===== src/rtl/tlul_simple_master.sv =====
// rtl/tlul_simple_master.sv - TL-UL initiator bridging a command/response port onto channels A and D
module tlul_simple_master #(
    parameter int TL_RS       = 4,
    parameter int AW          = 32,
    parameter int OUTSTANDING = 4
) (
    input  logic             tlm_clock_i,
    input  logic             tlm_resetn_i,

    input  logic             cmd_valid_i,
    output logic             cmd_ready_o,
    input  logic             cmd_write_i,
    input  logic [AW-1:0]    cmd_address_i,
    input  logic [3:0]       cmd_size_i,
    input  logic [3:0]       cmd_mask_i,
    input  logic [31:0]      cmd_data_i,

    output logic             rsp_valid_o,
    input  logic             rsp_ready_i,
    output logic             rsp_write_o,
    output logic [TL_RS-1:0] rsp_source_o,
    output logic [31:0]      rsp_data_o,
    output logic             rsp_error_o,

    output logic [2:0]       a_opcode,
    output logic [2:0]       a_param,
    output logic [3:0]       a_size,
    output logic [TL_RS-1:0] a_source,
    output logic [AW-1:0]    a_address,
    output logic [3:0]       a_mask,
    output logic [31:0]      a_data,
    output logic             a_corrupt,
    output logic             a_valid,
    input  logic             a_ready,

    input  logic [2:0]       d_opcode,
    input  logic [1:0]       d_param,
    input  logic [3:0]       d_size,
    input  logic [TL_RS-1:0] d_source,
    input  logic             d_denied,
    input  logic [31:0]      d_data,
    input  logic             d_corrupt,
    input  logic             d_valid,
    output logic             d_ready,

    output logic             idle_o,
    output logic             proto_err_o
);

    localparam logic [2:0] OP_PUT_FULL = 3'd0;
    localparam logic [2:0] OP_PUT_PART = 3'd1;
    localparam logic [2:0] OP_GET      = 3'd4;

    logic [OUTSTANDING-1:0] free_q, free_d;
    logic [OUTSTANDING-1:0] wr_flag_q, wr_flag_d;

    logic             a_valid_q, a_valid_d;
    logic [2:0]       a_opcode_q, a_opcode_d;
    logic [3:0]       a_size_q, a_size_d;
    logic [TL_RS-1:0] a_source_q, a_source_d;
    logic [AW-1:0]    a_address_q, a_address_d;
    logic [3:0]       a_mask_q, a_mask_d;
    logic [31:0]      a_data_q, a_data_d;

    logic             rsp_valid_q, rsp_valid_d;
    logic             rsp_write_q, rsp_write_d;
    logic [TL_RS-1:0] rsp_source_q, rsp_source_d;
    logic [31:0]      rsp_data_q, rsp_data_d;
    logic             rsp_error_q, rsp_error_d;
    logic             proto_err_q, proto_err_d;

    logic             any_free;
    logic             cmd_accept;
    logic [TL_RS-1:0] alloc_idx;
    logic             d_fire;
    logic             src_hit;
    logic             src_wr;

    // Channel D opcode/param/size are intentionally ignored; read/write comes from the slot flag.
    logic unused_d_fields;
    assign unused_d_fields = ^{d_opcode, d_param, d_size};

    assign any_free    = |free_q;
    assign cmd_ready_o = (!a_valid_q || a_ready) && any_free;
    assign cmd_accept  = cmd_valid_i && cmd_ready_o;
    assign d_ready     = !rsp_valid_q || rsp_ready_i;
    assign d_fire      = d_valid && d_ready;

    always_comb begin
        alloc_idx = '0;
        for (int i = OUTSTANDING - 1; i >= 0; i--) begin
            if (free_q[i]) alloc_idx = i[TL_RS-1:0];
        end
    end

    // A source is only legitimate if it indexes an existing slot that is currently busy.
    always_comb begin
        src_hit = 1'b0;
        src_wr  = 1'b0;
        for (int i = 0; i < OUTSTANDING; i++) begin
            if (d_source == i[TL_RS-1:0] && !free_q[i]) begin
                src_hit = 1'b1;
                src_wr  = wr_flag_q[i];
            end
        end
    end

    always_comb begin
        free_d    = free_q;
        wr_flag_d = wr_flag_q;
        if (cmd_accept) begin
            free_d[alloc_idx]    = 1'b0;
            wr_flag_d[alloc_idx] = cmd_write_i;
        end
        if (d_fire && src_hit) free_d[d_source] = 1'b1;
    end

    always_comb begin
        a_valid_d   = a_valid_q;
        a_opcode_d  = a_opcode_q;
        a_size_d    = a_size_q;
        a_source_d  = a_source_q;
        a_address_d = a_address_q;
        a_mask_d    = a_mask_q;
        a_data_d    = a_data_q;
        if (cmd_accept) begin
            a_valid_d   = 1'b1;
            a_size_d    = cmd_size_i;
            a_source_d  = alloc_idx;
            a_address_d = cmd_address_i;
            a_mask_d    = cmd_mask_i;
            a_data_d    = cmd_data_i;
            if (!cmd_write_i)
                a_opcode_d = OP_GET;
            else if (cmd_size_i == 4'd2 && cmd_mask_i == 4'hF)
                a_opcode_d = OP_PUT_FULL;
            else
                a_opcode_d = OP_PUT_PART;
        end else if (a_ready) begin
            a_valid_d = 1'b0;
        end
    end

    always_comb begin
        rsp_valid_d  = rsp_valid_q;
        rsp_write_d  = rsp_write_q;
        rsp_source_d = rsp_source_q;
        rsp_data_d   = rsp_data_q;
        rsp_error_d  = rsp_error_q;
        proto_err_d  = proto_err_q;
        if (d_fire) begin
            rsp_valid_d  = 1'b1;
            rsp_write_d  = src_hit && src_wr;
            rsp_source_d = d_source;
            rsp_data_d   = d_data;
            rsp_error_d  = d_denied || d_corrupt || !src_hit;
            if (!src_hit) proto_err_d = 1'b1;
        end else if (rsp_ready_i) begin
            rsp_valid_d = 1'b0;
        end
    end

    always_ff @(posedge tlm_clock_i or negedge tlm_resetn_i) begin
        if (!tlm_resetn_i) begin
            free_q       <= '1;
            wr_flag_q    <= '0;
            a_valid_q    <= 1'b0;
            a_opcode_q   <= '0;
            a_size_q     <= '0;
            a_source_q   <= '0;
            a_address_q  <= '0;
            a_mask_q     <= '0;
            a_data_q     <= '0;
            rsp_valid_q  <= 1'b0;
            rsp_write_q  <= 1'b0;
            rsp_source_q <= '0;
            rsp_data_q   <= '0;
            rsp_error_q  <= 1'b0;
            proto_err_q  <= 1'b0;
        end else begin
            free_q       <= free_d;
            wr_flag_q    <= wr_flag_d;
            a_valid_q    <= a_valid_d;
            a_opcode_q   <= a_opcode_d;
            a_size_q     <= a_size_d;
            a_source_q   <= a_source_d;
            a_address_q  <= a_address_d;
            a_mask_q     <= a_mask_d;
            a_data_q     <= a_data_d;
            rsp_valid_q  <= rsp_valid_d;
            rsp_write_q  <= rsp_write_d;
            rsp_source_q <= rsp_source_d;
            rsp_data_q   <= rsp_data_d;
            rsp_error_q  <= rsp_error_d;
            proto_err_q  <= proto_err_d;
        end
    end

    assign a_valid      = a_valid_q;
    assign a_opcode     = a_opcode_q;
    assign a_param      = 3'd0;
    assign a_size       = a_size_q;
    assign a_source     = a_source_q;
    assign a_address    = a_address_q;
    assign a_mask       = a_mask_q;
    assign a_data       = a_data_q;
    assign a_corrupt    = 1'b0;

    assign rsp_valid_o  = rsp_valid_q;
    assign rsp_write_o  = rsp_write_q;
    assign rsp_source_o = rsp_source_q;
    assign rsp_data_o   = rsp_data_q;
    assign rsp_error_o  = rsp_error_q;
    assign proto_err_o  = proto_err_q;
    assign idle_o       = (&free_q) && !a_valid_q;

endmodule


===== config.mk =====
export PLATFORM = sky130hd
export DESIGN_NAME = tlul_simple_master
export DESIGN_NICKNAME = d
export VERILOG_FILES = /design/src/rtl/tlul_simple_master.sv
export SDC_FILE = /design/constraint.sdc
export NUM_CORES = 1
export LEC_CHECK = 0
export CORE_UTILIZATION = 40
export CTS_CLUSTER_DIAMETER = 120
export DETAILED_ROUTE_END_ITERATION = 8
export PLACE_DENSITY = 0.8
export SLEW_MARGIN = 15
export SYNTH_ARGS = -nofsm -noshare
export SYNTH_HDL_FRONTEND = slang
export SYNTH_SLANG_ARGS = --single-unit

===== constraint.sdc =====
create_clock -name tlm_clock_i -period 2.3 [get_ports tlm_clock_i]
set_input_delay 0.69 -clock tlm_clock_i [delete_from_list [all_inputs] [get_ports tlm_clock_i]]
set_output_delay 0.69 -clock tlm_clock_i [all_outputs]
set_load 0.05 [all_outputs]

==> flow_summary.yaml, run 1 <==
timing:
  maxSlewViolCount: 0
  slew_headroom_pct: 61.83
  timing.fmax_ghz: 0.4402
  period_share_pct: 98.76
  fin_hold_ws_ns: 0.2739
  clock_skew_ns: 0.004243
  setup_viol: 0
  layout_setup_ws_ns: 0.02841
  tightest_slew_ns: 0.5716
  hold_viol: 0
  period_minus_slack_ns: 2.272
synthesis:
  yosysTopAreaCellShare_pct: 59.61
  synthArstFlopShare_pct: 100.0
  synth_seq_cells: 125
  ys_warn_count: 0
  synthFlopType: "dfrtp_1"
  synthTopCellsByCount: "121 x dfrtp_1, 87 x mux2_2, 20 x mux2_4"
  synth_edf_count: 0
  syn_inst: 326
  ys_seq_area_share_pct: 61.67
  synth_cell_types: 40
  synth.most_common_cell: "dfrtp_1"
  yosysTopAreaCell: "dfrtp_1"
  synth_area_mm2: 0.005080
  synthTopCellsByArea: "dfrtp_1 60%, mux2_2 19%, mux2_4 5.9%"
  syn_area_per_cell_um2: 15.58
floorplanning:
  initial_utilization_pct: 41.60
  core_area_mm2: 0.01221
  io_pins: 253
  rows: 40
  die_y_um: 114.7
  die_width_um: 114.7
  die_area_mm2: 0.01315
cts:
  clock-sinks: 125
  cts_tree: "built"
  cts.path.max_buffers: 2
  hold_buffers: 0
  root_buffer: "clkbuf_16"
  h-tree-depth: 4
  clkSlewWorstSetupHoldPaths_ns: 0.05
  cts_made_buffers: 17
  clk_latency_ns: 0.41
grt:
  grt_first_pass_wirelength_mm: 19.73
  grt_pass1_vias: 3922
  track_usage_pct: 20.14
  antenna_found_initial: 0
  grt_max_degree: 43
  grt_overflow: 0
critical_path:
  ff2ff_path_depth: 4
  cp.arrival_ns: 1.58
  critPathBufInv: 1
  cp.required_ns: 1.61
  critPathMaxFanout: 2
  r2r-start: "free_q[1]"
  reg2reg_setup_slack_ns: 0.43
  crit_slowest_cell: "clkdlybuf4s50_1"
  crit_path_start_kind: "register"
  setup.worst_path.end_class: "output pin"
  crit_family: "buffers and inverters"
  crit_type: "register to output pin"
  reg2reg_to: "a_address[19]"
  crit_chain: "clkdlybuf4s50_1"
  worst_path_largest_cell_delay_ns: 0.81
route:
  wl_per_cell_um: 16.95
  first_pass_iters: 4
  vias: 3673
  drt-total-wl_mm: 12.95
  vias_per_cell: 4.808
  drt_iter0_drc: 119
  ant_nets: 0
  drc: 0
final_layout:
  antenna_cells: 0
  fillers: 894
  multi_input_area_mm2: 0.001765
  drive_gt1_share_pct: 28.52
  num-nets-final: 710
  area_growth_pct: 66.26
  regArea_mm2: 0.003133
placed_design:
  pre_cts_slack_ns: -0.02120
  post-dp-hpwl_mm: 9.416
  globalplace.congestion: 0.7821
  io_buffers: 236
power:
  power.total_w: 0.01233
  ir_drop_mv: 0.9334
  leakage_nw: 4.094
  p_per_area_mw_per_mm2: 1460
worst_hold_path:
  hold_class: "input pin to async pin"
job:
  maxCapViolCount: 0
status:
  outcome: "complete, no violations"
[stage by stage]
step / cell area, um^2 / setup TNS (ns) / utilization (%) / instances
after floorplan: 5107 / 0 / - / 332
after global placement: 7716 / -0.01351 / 63.19 / 733
after detailed placement: 7716 / -0.02120 / 63.19 / 733
after CTS: 8298 / 0 / 67.95 / 764
after global routing: 8446 / -0.01660 / 69.16 / 764
final: 8446 / 0 / 69.16 / 764
[layout by cell type, fill, tap and decap left out, types with 8 or more instances in the layout]
master	n
clkdlybuf4s50_1	170
mux2_4	20
buf_4	16
dlymetal6s2s_1	54
mux2_2	87
dfrtp_1	121
clkbuf_16	17
inv_1	8
dlygate4sd2_1	8
[registers in the layout, summed over array words and instances (netlist names)]
register and flops:
rsp_data_o 32, a_mask 4, a_size 4, rsp_error_o 1, a_opcode 2, rsp_source_o 4, a_valid 1, proto_err_o 1
wr_flag_q 4, a_data 32, free_q 4, rsp_valid_o 1, rsp_write_o 1, a_source 2, a_address 32
[worst max-delay path by stage]
stage | startpoint | cells after the start | slack (ns) | to
2_1_floorplan | rsp_valid_o | 5 | 0.02 | rsp_data_o[10]
3_3_place_gp | a_ready | 4 | -0.01 | cmd_ready_o
3_5_place_dp | a_ready | 4 | -0.02 | cmd_ready_o
4_1_cts | rsp_data_o[22] | 1 | 0.0003 | rsp_data_o[22]
5_1_grt | rsp_data_o[7] | 1 | -0.01 | rsp_data_o[7]
6_report | rsp_data_o[7] | 1 | 0.03 | rsp_data_o[7]
[cells by family (layout without fill, tap and decap cells)]
kind of cell,after synthesis,in the layout,share of synthesized area (%)
muxes,117,117,27.29
and+or+nand+nor,32,32,3.694
other,1,7,0.07382
AOI/OAI and AO/OA,20,20,2.759
buffers and inverters,31,295,4.507
DFF,125,125,61.67
[per-layer routing]
| layer | track usage, % | wire length, um | vias to the layer above | part of all wire [%] |
|---|---|---|---|---|
| met5 | 0 | 0 | - | 0 |
| met4 | 10.30 | 428 | 0 | 3.3 |
| met3 | 8.100 | 1068 | 36 | 8.2 |
| met2 | 35.27 | 6885 | 164 | 53 |
| met1 | 20.76 | 4565 | 1809 | 35 |
| li1 | - | - | 1664 | - |
[area by class of cell]
type                       count  area share (%)
clock buffer                  25           5.985
clock inverter                 6          0.9778
inverter                       8          0.3556
multi-input combinational    176           20.90
sequential                   125           37.10
tap                          168           2.489
timing repair buffer         256           32.19
[where the power goes]
| part | switching, W | leakage [nW] | total, W | internal [W] |
|---|---|---|---|---|
| clock network | 0.000898 | 0.289 | 0.00262 | 0.00173 |
| logic | 0.00385 | 2.34 | 0.00623 | 0.00238 |
| registers | 0.000434 | 1.46 | 0.00348 | 0.00304 |
| total | 0.00518 | 4.09 | 0.0123 | 0.00715 |
[timing repair]
action,4_1_cts,5_1_grt
setup buffers,0,0
setup endpoints to repair,9,56
endpoints found under the hold margin,0,0
gates resized for setup,9,57
Note: power is estimated with default switching activity, not from simulation.
==> inputs of run 2 (changes only) <==
- SKIP_LAST_GASP: default -> 1
- SLEW_MARGIN: 15 -> 10
- TNS_END_PERCENT: default -> 50
==> run 2 against run 1 <==
Compared with the run above:
- power up 0.35%
- critical endpoint is now rsp_data_o[22]
- worst hold slack improved by 0.0033 ns
- die area unchanged
==> flow_summary.yaml, run 2 (synthesis gave the netlist of run 1 again) <==
status:
  outcome: "complete, no violations"
critical_path:
  crit_path_start_kind: "register"
  worst_path_largest_cell_delay_ns: 0.83
  cp.arrival_ns: 1.59
  crit_chain: "clkdlybuf4s50_1"
  critPathMaxFanout: 2
  crit_family: "buffers and inverters"
  reg2reg_setup_slack_ns: 0.43
  setup.worst_path.end_class: "output pin"
  crit_type: "register to output pin"
  cp.required_ns: 1.61
  crit_slowest_cell: "clkdlybuf4s50_1"
  critPathBufInv: 1
power:
  combPwrFrac_pct: 50.7
  seq_power_share_pct: 28.1
  intPower_w: 0.007196
  ir_drop_mv: 0.8585
  p_per_area_mw_per_mm2: 1476
  netSwitchingFraction_pct: 41.86
  leakage_nw: 3.831
  pwr-share-clk_pct: 21.2
  p_sw_w: 0.005181
job:
  maxCapViolCount: 0
final_layout:
  fillers: 902
  mostFrequentLayoutCells: "201 x clkdlybuf4s50_1, 121 x dfrtp_1, 87 x mux2_2, 28 x dlymetal6s2s_1, 20 x mux2_4"
  regArea_mm2: 0.003133
  area_growth_pct: 65.02
  finalNonFillerCells: 764
  finalInstanceArea_mm2: 0.008383
  final_util_pct: 68.65
  final_common_cell: "clkdlybuf4s50_1"
  antenna_cells: 0
  num-nets-final: 710
  multi_input_area_mm2: 0.001765
  drive_gt1_share_pct: 28.52
grt:
  use_met1_pct: 20.76
  top_usage_layer: "met2"
  track_usage_pct: 20.14
  use_met3_pct: 8.100
  grtUsageMet2_pct: 35.27
  grt_overflow: 0
  grt_pass1_vias: 3922
  antenna_found_initial: 0
  grt_first_pass_wirelength_mm: 19.73
  grt_max_degree: 43
floorplanning:
  die_y_um: 114.7
  rows: 40
  io_pins: 253
  initial_utilization_pct: 41.60
  die_width_um: 114.7
  die_area_mm2: 0.01315
  core_area_mm2: 0.01221
placed_design:
  placed_cell_area_mm2: 0.007716
  globalplace.congestion: 0.7821
  io_buffers: 236
  place_inst: 733
  post-dp-hpwl_mm: 9.416
timing:
  setup_viol: 0
  maxSlewViolCount: 0
  period_share_pct: 99.21
  period_minus_slack_ns: 2.282
  tightest_slew_ns: 0.5657
  slew_headroom_pct: 62.23
  timing.fmax_ghz: 0.4383
  rsz0062_at_grt: "yes"
  clock_skew_ns: 0.004928
  hold_viol: 0
  setup_tns_ns: 0
route:
  vias_per_cell: 4.772
  vias: 3646
  first_pass_iters: 4
  ant_nets: 0
  drt_iter0_drc: 107
  drt-total-wl_mm: 12.83
  drc: 0
  wl_per_cell_um: 16.79
worst_hold_path:
  hold_class: "input pin to async pin"
cts:
  cts.path.max_buffers: 2
  hold_buffers: 0
  clkSlewWorstSetupHoldPaths_ns: 0.05
  cts_tree: "built"
  root_buffer: "clkbuf_16"
  clock-sinks: 125
  post-cts-setup-buffers: 0
  cts_made_buffers: 17
  clk_latency_ns: 0.41
  h-tree-depth: 4
run 2: cell types whose count changed in the layout (fill, tap and decap cells not counted):
cell and delta:
dlymetal6s2s_1 -26, buf_4 +1, dlygate4sd2_1 -5, clkdlybuf4s50_1 +31
buf_6 -1
run 2: metrics by stage:
stage	power, W	setup slack, ns	hold WS [ns]
detailed placement	0.009839	-0.02120	0.4799
finish	0.01238	0.01821	0.2772
CTS	0.01251	-0.008386	0.2815
global route	0.01288	-0.02980	0.3093
floorplan	0.007630	0.02352	0.3944
global placement	0.009721	-0.01351	0.4644
run 2: power by group through the flow:
stage	Sequential [W]	Clock, W	Combinational, W
2_1_floorplan	0.00626	0	0.00137
3_3_place_gp	0.00346	0	0.00626
3_5_place_dp	0.00351	0	0.00633
6_report	0.00348	0.00262	0.00627
4_1_cts	0.00349	0.00268	0.00634
5_1_grt	0.00358	0.00279	0.00651
run 2: worst paths after layout:
kind                           startpoint              to  cells after the start
setup reg to reg                free_q[1]    a_address[5]                      4
max in group asynchronous    tlm_resetn_i       a_data[2]                      2
min in group tlm_clock_i        a_data[9]       a_data[9]                      1
hold / removal               tlm_resetn_i     a_source[1]                      1
hold reg to reg                 a_data[9]       a_data[9]                      1
setup / recovery           rsp_data_o[22]  rsp_data_o[22]                      1
run 2: final cells by class:
type	instances	area share, %
clock buffers	25	6.030
repair buffers	256	31.69
inverters	8	0.3582
multi-input cells	176	21.06
flip-flops and latches	125	37.37
clock inverters	6	0.9851
well taps	168	2.507
run 2: what timing repair did:
| item | CTS | global route |
|---|---|---|
| endpoints found under the hold margin | 0 | 0 |
| pin swaps | 0 | 0 |
| endpoints found under the setup margin | 9 | 61 |
| resized for setup | 4 | 30 |
run 2: metal layers:
layer  wire, um  up-vias  share of wire [%]
met5          0        -                  0
met4        342        0                2.7
met3       1059       28                8.3
met2       6837      152                 53
met1       4587     1802                 36
li1           -     1664                  -
==> RTL change: new RTL, flow settings as in run 2 <==
`a_address_q`, `a_data_q` and `rsp_data_q` no longer have a reset.
--- a/src/rtl/tlul_simple_master.sv
+++ b/src/rtl/tlul_simple_master.sv
@@ -169,11 +169,8 @@
             a_size_q     <= '0;
             a_source_q   <= '0;
-            a_address_q  <= '0;
             a_mask_q     <= '0;
-            a_data_q     <= '0;
             rsp_valid_q  <= 1'b0;
             rsp_write_q  <= 1'b0;
             rsp_source_q <= '0;
-            rsp_data_q   <= '0;
             rsp_error_q  <= 1'b0;
             proto_err_q  <= 1'b0;
@@ -185,14 +182,17 @@
             a_size_q     <= a_size_d;
             a_source_q   <= a_source_d;
-            a_address_q  <= a_address_d;
             a_mask_q     <= a_mask_d;
-            a_data_q     <= a_data_d;
             rsp_valid_q  <= rsp_valid_d;
             rsp_write_q  <= rsp_write_d;
             rsp_source_q <= rsp_source_d;
-            rsp_data_q   <= rsp_data_d;
             rsp_error_q  <= rsp_error_d;
             proto_err_q  <= proto_err_d;
         end
+    end
+
+    always_ff @(posedge tlm_clock_i) begin
+        a_address_q <= a_address_d;
+        a_data_q    <= a_data_d;
+        rsp_data_q  <= rsp_data_d;
     end
 
Behaviour: not the same (Yosys sat finds a counterexample within 4 cycles, from zero or initial values and one cycle with tlm_resetn_i low).
==> RTL change against run 2 <==
  * The run now ends with setup timing left
  * Die area down 14%
  * Critical endpoint is now cmd_ready_o
  * Cell area shrank 8.9%
  * Routed wire length is 6.7% lower
  * Fmax fell by 5.5%
  * Critical path type unchanged
  * Sequential cell count did not move
  * Worst setup slack worse by 130 ps
  * Synthesized area fell by 14%
  * Non-clock buffer count down 5
  * Cell count decreased by 17%
  * Hold slack better by 220 ps
Power is not compared: it rests on default switching activity, and its combinational part moved more than twofold at a synthesized area within 25%.
==> RTL change: results <==
set metrics [dict create \
    dp_hpwl_mm 8.714 \
    drive_above_1_share 0.1495 \
    grt_pass1_vias 3058 \
    arrival_ps 1720 \
    placed_cell_area_um2 6967 \
    avgSynthCellArea_um2 19.68 \
    fill_cells 693 \
    drt_first_iter_violations 167 \
    grt_max_degree 34 \
    holdCritPathClass "reg2reg" \
    met3_length_um 976 \
    worst_path_max_delay_cell "or4_4" \
    grt_pass1_wl_mm 17.64 \
    clk_pin_slew_ps 60 \
    p_clk_mw 2.87 \
    setup_viol 29 \
    placed_cells 595 \
    synth_edf_count 96 \
    vias 2987 \
    startpoint "free_q[3]$_DFF_PN1_" \
    finalWorstSetupSlack_ps -114.3 \
    yosys-top-cells-count "edfxtp_1, dfrtp_1, mux2_2" \
    synth_area_leaders "edfxtp_1, dfrtp_1, mux2_2" \
    area_growth_pct 75.60 \
    tightest_slew_ps 548.7 \
    synthArstFlopShare 0.2320 \
    totalWireLength_mm 11.97 \
    yosysSeqAreaShare 0.8308 \
    track_usage 0.2177 \
    cp_slowest_stage_delay_ps 540 \
    wl_met2_mm 6.537 \
    violations "setup timing" \
    status "complete, but fails checks" \
    wl_per_cell_um 18.96 \
    wl_met1_mm 4.079 \
    portBuffers 236 \
    place_ws_ps 24.01 \
    insertion_delay_ps 500 \
]
[RTL change: worst reg2reg max path: stages (launching register included)]
cell	delay [ps]
dfstp_2	380
or4_4	540
buf_4	160
nand3_4	70
buf_4	210
mux2_2	350
[RTL change: metal layers]
layer | vias to the layer above | global-route usage
met3 | 29 | 0.07112
li1 | 1347 | -
met5 | - | 0
met1 | 1457 | 0.2229
met4 | 0 | 0.1062
met2 | 154 | 0.3961
[RTL change: cells by family (layout without fill, tap and decap cells)]
group / Yosys count / in the layout / share of synthesized area
AOI/OAI and AO/OA: 15 / 15 / 0.02762
buffers and inverters: 21 / 289 / 0.03049
DFF: 125 / 125 / 0.8308
muxes: 21 / 21 / 0.05639
other: 1 / 7 / 0.0008622
and+or+nand+nor: 38 / 38 / 0.05380
[RTL change: area by class of cell]
type	instances	area share
Clock buffer	19	0.05521
Inverter	6	0.003932
Tap cell	136	0.02228
Timing Repair Buffer	251	0.3337
Sequential cell	125	0.4731
Clock inverter	13	0.02867
Multi-Input combinational cell	81	0.08306
[RTL change: final timing paths]
kind / end / slack [ps] / cells past startpoint
worst max-delay path: cmd_ready_o / -110 / 3
worst min-delay path: proto_err_o$_DFFE_PN0P_ / 490 / 1
worst max register to register: a_mask[3]$_DFFE_PN0P_ / 490 / 5
worst min register to register: proto_err_o$_DFFE_PN0P_ / 490 / 1
max in group asynchronous: free_q[2]$_DFF_PN1_ / 1430 / 2
min in group asynchronous: wr_flag_q[1]$_DFFE_PN0P_ / 570 / 2
[RTL change: repair_timing]
| item | 4_1_cts | 5_1_grt |
|---|---|---|
| resized for setup | 58 | 28 |
| pin swaps | 1 | 1 |
| setup endpoints to repair | 117 | 60 |
| buffers inserted | 2 | 2 |
